==> config.mk <==
export PLATFORM = sky130hd
export DESIGN_NAME = pipe_hazard_ctrl
export DESIGN_NICKNAME = d
export VERILOG_FILES = /design/src/rtl/pipe_hazard_ctrl.sv
export SDC_FILE = /design/constraint.sdc
export NUM_CORES = 1
export LEC_CHECK = 0
export ABC_AREA = 1
export CORE_UTILIZATION = 40
export DETAILED_ROUTE_END_ITERATION = 8
export GPL_ROUTABILITY_DRIVEN = 0
export GPL_TIMING_DRIVEN = 0
export PLACE_DENSITY = 0.68
export SLEW_MARGIN = 20
export SYNTH_ARGS = -nofsm -noshare
export SYNTH_HDL_FRONTEND = slang
export SYNTH_SLANG_ARGS = --single-unit
==> constraint.sdc <==
create_clock -name Clk -period 2.2 [get_ports Clk]
set_clock_uncertainty 0.15 [all_clocks]
set_input_delay 0.33 -clock Clk [delete_from_list [all_inputs] [get_ports Clk]]
set_output_delay 0.33 -clock Clk [all_outputs]
set_load 0.005 [all_outputs]
==> src/rtl/pipe_hazard_ctrl.sv <==
// Hazard/flush/forward control and retire tracking for a 5-stage in-order pipeline; build with PIPE_HAZARD_FORWARD_EN for bypassing.
// Zero-latency combinational stall/flush/forward; stage state advances every cycle, M->W never stalls, branch flush overrides stall.
module pipe_hazard_ctrl #(
    parameter int REG_W  = 5,
    parameter int PC_W   = 32,
    parameter int DATA_W = 32,
    parameter int CNT_W  = 32
) (
    input  logic              Clk,
    input  logic              Reset,
    input  logic              FetchValid,
    input  logic [PC_W-1:0]   PCF,
    input  logic [REG_W-1:0]  RsD,
    input  logic [REG_W-1:0]  RtD,
    input  logic              UsesRsD,
    input  logic              UsesRtD,
    input  logic [REG_W-1:0]  WriteRegD,
    input  logic              RegWriteD,
    input  logic              MemReadD,
    input  logic              BranchTakenE,
    input  logic [DATA_W-1:0] WriteDataW,
    output logic              StallF,
    output logic              StallD,
    output logic              FlushD,
    output logic              FlushE,
    output logic              ValidE,
    output logic              ValidM,
    output logic              ValidW,
    output logic [1:0]        ForwardAE,
    output logic [1:0]        ForwardBE,
    output logic              RetireValid,
    output logic [PC_W-1:0]   RetirePC,
    output logic [DATA_W-1:0] RetireData,
    output logic [CNT_W-1:0]  RetireCount
);

    typedef struct packed {
        logic             valid;
        logic [PC_W-1:0]  pc;
        logic [REG_W-1:0] dest;
        logic             regwrite;
        logic             memread;
    } stage_t;

    typedef struct packed {
        stage_t           s;
        logic [REG_W-1:0] rs;
        logic [REG_W-1:0] rt;
        logic             use_rs;
        logic             use_rt;
    } ex_t;

    logic             d_valid_q, d_valid_d;
    logic [PC_W-1:0]  d_pc_q, d_pc_d;
    ex_t              e_q, e_d;
    stage_t           m_q, w_q;
    logic [CNT_W-1:0] cnt_q, cnt_d;
    logic             hazard;
    logic             stall;

    // Register 0 is hardwired, so a zero destination never creates a dependency.
    function automatic logic src_hit(input logic vld, input logic rw, input logic [REG_W-1:0] dst);
        return vld && rw && (dst != '0) &&
               ((UsesRsD && (RsD == dst)) || (UsesRtD && (RtD == dst)));
    endfunction

`ifdef PIPE_HAZARD_FORWARD_EN
    function automatic logic [1:0] fwd_sel(input stage_t m, input stage_t w, input logic [REG_W-1:0] src);
        if (m.valid && m.regwrite && (m.dest != '0) && (m.dest == src)) return 2'b10;
        if (w.valid && w.regwrite && (w.dest != '0) && (w.dest == src)) return 2'b01;
        return 2'b00;
    endfunction

    // Only a load still in Execute cannot be bypassed in time.
    assign hazard    = d_valid_q && e_q.s.memread &&
                       src_hit(e_q.s.valid, e_q.s.regwrite, e_q.s.dest);
    assign ForwardAE = fwd_sel(m_q, w_q, e_q.rs);
    assign ForwardBE = fwd_sel(m_q, w_q, e_q.rt);
`else
    assign hazard    = d_valid_q &&
                       (src_hit(e_q.s.valid, e_q.s.regwrite, e_q.s.dest) ||
                        src_hit(m_q.valid, m_q.regwrite, m_q.dest) ||
                        src_hit(w_q.valid, w_q.regwrite, w_q.dest));
    assign ForwardAE = 2'b00;
    assign ForwardBE = 2'b00;
`endif

    assign stall  = hazard && !BranchTakenE;
    assign StallF = stall;
    assign StallD = stall;
    assign FlushD = BranchTakenE;
    assign FlushE = BranchTakenE;

    always_comb begin
        d_valid_d = d_valid_q;
        d_pc_d    = d_pc_q;
        e_d       = '0;
        cnt_d     = cnt_q;
        if (BranchTakenE) begin
            d_valid_d = 1'b0;
        end else if (!stall) begin
            d_valid_d = FetchValid;
            d_pc_d    = PCF;
        end
        // Bubbles and squashed slots carry all-zero fields so they never match a source.
        if (!BranchTakenE && !stall && d_valid_q) begin
            e_d.s.valid    = 1'b1;
            e_d.s.pc       = d_pc_q;
            e_d.s.dest     = WriteRegD;
            e_d.s.regwrite = RegWriteD;
            e_d.s.memread  = MemReadD;
            e_d.rs         = RsD;
            e_d.rt         = RtD;
            e_d.use_rs     = UsesRsD;
            e_d.use_rt     = UsesRtD;
        end
        if (w_q.valid) cnt_d = cnt_q + CNT_W'(1);
    end

    always_ff @(posedge Clk) begin
        if (Reset) begin
            d_valid_q <= 1'b0;
            d_pc_q    <= '0;
            e_q       <= '0;
            m_q       <= '0;
            w_q       <= '0;
            cnt_q     <= '0;
        end else begin
            d_valid_q <= d_valid_d;
            d_pc_q    <= d_pc_d;
            e_q       <= e_d;
            m_q       <= e_q.s;
            w_q       <= m_q;
            cnt_q     <= cnt_d;
        end
    end

    assign ValidE      = e_q.s.valid;
    assign ValidM      = m_q.valid;
    assign ValidW      = w_q.valid;
    assign RetireValid = w_q.valid;
    assign RetirePC    = w_q.valid ? w_q.pc : '0;
    assign RetireData  = w_q.valid ? WriteDataW : '0;
    assign RetireCount = cnt_q;

endmodule
==> flow_metrics.tcl <==
set metrics [dict create \
    synth-simple-area-share_pct 29.0 \
    ys_seq_area_share_pct 48.4 \
    drv_slew 0 \
    min_from "m_q[20]" \
    synthAdderAreaFrac_pct 0.166 \
    fillCellCount 1727 \
    insertion_delay_ns 0.43 \
    die_area_um2 19400 \
    num_vias 6841 \
    postCtsHoldBufs 0 \
    vdd_ir_drop_max_uv 546 \
    grt_pass1_wl_mm 30.2 \
    fin_setup_tns_ns -0.136 \
    hold_violations 0 \
    synth_common_cells "262 x inv_1, 230 x nand2_1, 212 x nor2_1, 182 x dfxtp_1, 56 x nand3_1" \
    seq_area_um2 3670 \
    synth_top_area_share_pct 48.4 \
    grt_pass1_vias 6178 \
    clock_sinks 182 \
    r2r-start "RetireValid" \
    fmax_mhz 436 \
    rows 49 \
    cts_tree "built" \
    hold_depth 2 \
    multi_input_area_um2 2710 \
    synth-compound-area-share_pct 4.69 \
    hold_path_end "w_q[20]" \
    port_buffers 189 \
    h-tree-depth 4 \
    crit_slowest_cell "dfxtp_2" \
    fin_cells 1581 \
    fin_ws_ns -0.0939 \
    synth_cell_types 32 \
    worstRegToRegCells 12 \
    crit_start "e_q[16]" \
    synthXorXnorAreaFrac_pct 0.931 \
    n_antenna_cell 0 \
    cp.arrival_ns 1.81 \
    antenna_found_initial 1 \
    outcome "finished, violations left" \
    ys_ff_latch 182 \
    finalCritPeriodShare_pct 104 \
    route.detailed.drc 7 \
    finalSetupViolCount 2 \
    utilization_pct 58.7 \
    drive_above_1_share_pct 10.4 \
    yosysMostFrequentCell "inv_1" \
    endpoint_kind "primary output" \
    tightest_slew_ns 0.724 \
    place_hpwl_mm 13.9 \
    synth_edf_count 0 \
    dieHeight_um 139 \
    core_um2 18200 \
    ys_async_sr_fraction_pct 0 \
    grt_max_degree 19 \
    placed_cells_incl_taps 1528 \
    ys.flop_type "dfxtp_1" \
    drv_cap 0 \
    vias_per_cell 4.33 \
    hold_ws_ns 0.246 \
    yosys-top-cells-area "dfxtp_1 48%, inv_1 13%, nand2_1 11%" \
    ioPinCount 195 \
    drt_iter0_drc 380 \
    ff2ff_setup_slack_ns 0.10 \
    rsz0062_at_grt "yes" \
    crit_chain "buf_6 > nor3_4 > nand3_1 > nand3_1 > inv_1 > nand2_1 > nand3_2 > nand2_4 > nor2_4 > buf_6 > buf_6" \
    globalRouteOverflowTotal 0 \
    hp-class "reg -> reg" \
    die_w_um 139 \
    failed_checks "DRC, setup timing" \
    synth_top_family_by_area "simple AND/OR/NAND/NOR gates" \
    synthDominantAreaCellType "dfxtp_1" \
    crit_type "reg -> out" \
    worstReg2RegEnd "RetireCount[23]" \
    track_usage_pct 19.7 \
    cp_max_fo 4 \
    syn_area_um2 7520 \
    ant_nets 0 \
    cp.required_ns 1.72 \
    num-nets-final 1427 \
    relSlewSlack_pct 51.7 \
    start_kind "register" \
    yosys_warnings 0 \
    drt_wl_total_mm 18.8 \
    cts_buffers 17 \
    cts_buffer_depth 2 \
    start_util_pct 41.3 \
    min_period_ns 2.29 \
    worst_path_most_repeated_cell "buf_6" \
    worst_path_largest_cell_delay_ns 0.35 \
    powerDensity_nw_per_um2 626 \
    area_growth_pct 42.1 \
    postSynthAreaPerCell_um2 6.80 \
    cts_root_buf "clkbuf_16" \
    p_leak_nw 5.52 \
    drtPass1Iterations 7 \
    clk_pin_slew_ns 0.08 \
    synthMuxAreaShare_pct 0 \
    wire_per_inst_um 11.9 \
    syn_inst 1107 \
]
## cell families after synthesis
kind of cell,Yosys count
AND/OR/NAND/NOR,532
other,1
buffers and inverters,315
adder cells (fa/ha/maj),1
flip-flops,182
AO/OA/AOI/OAI,68
XOR/XNOR,8
## power breakdown
group	internal (mW)	switching [mW]	total, mW
clock network	1.49	1.38	2.87
logic	0.228	0.219	0.447
registers	3.34	0.0250	3.37
## metal layers
| layer | up-vias | GRT usage [%] | routed length [um] |
|---|---|---|---|
| met5 | - | 0 | 11 |
| li1 | 3668 | - | - |
| met2 | 141 | 34.2 | 9180 |
| met4 | 2 | 4.97 | 220 |
| met1 | 3011 | 24.8 | 8570 |
| met3 | 19 | 4.11 | 784 |
## state kept, by name (all words and copies together) (netlist names)
register     cells
e_q             38
m_q             38
w_q             38
RetireCount     32
d_pc_q          32
RetireValid      1
ValidE           1
ValidM           1
d_valid_q        1
## worst max-delay path, delay by kind of cell (launching register included)
family / cells / cell delay [ns]
DFF: 1 / 0.35
buffers and inverters: 4 / 0.39
and+or+nand+nor: 7 / 0.65
## per-stage QoR
step	power (mW)	setup WS [ns]	area [um^2]
6_report	6.69	-0.0939	10700
3_5_place_dp	3.89	-1.18	9710
2_1_floorplan	3.65	0.252	7530
5_1_grt	6.95	-0.200	10700
4_1_cts	6.75	-0.242	10500
3_3_place_gp	3.88	-1.24	9710
## final cells by class
class                   instances  area share, %
repair buffers                212           19.6
plain buffers                  47           3.49
clock inverters                15           1.26
inverters                     266           9.34
clock buffers                  17           3.98
well taps                     229           2.68
flip-flops and latches        182           34.3
multi-input cells             613           25.3
## placed cells by master (no fill, tap or decap), types with 2 or more instances in the layout
master	count
inv_1	249
nand2_1	226
nor2_1	206
dfxtp_1	167
clkdlybuf4s50_1	124
nand3_1	54
a21oi_1	51
dlygate4sd2_1	37
buf_4	24
clkbuf_1	22
clkbuf_16	20
inv_2	16
dlymetal6s2s_1	15
dfxtp_2	13
buf_6	11
o21ai_0	10
clkdlybuf4s15_1	10
nand4_1	9
nor3_1	8
nor2_4	6
nor2_2	5
buf_8	5
nand2_2	5
clkinvlp_4	5
inv_6	5
nand2_4	4
buf_2	4
xor2_1	4
xnor2_1	4
conb_1	4
inv_8	4
o21ai_1	3
nor4_1	3
nand3_2	2
nor3_4	2
buf_12	2
o21a_1	2
dfxtp_4	2
## repair_timing
action                                  in CTS  in global routing
gates resized for setup                    123                 55
buffers inserted                            13                  9
pin swaps                                   18                 17
gates cloned                                 1                  1
endpoints found under the setup margin      67                 69
## worst max-delay path by stage
stage | end | cells after the start
2_1_floorplan | StallF | 13
3_3_place_gp | StallF | 15
3_5_place_dp | StallF | 15
4_1_cts | StallF | 13
5_1_grt | StallF | 11
6_report | StallF | 11
No activity file was read; power rests on OpenSTA's default activity.
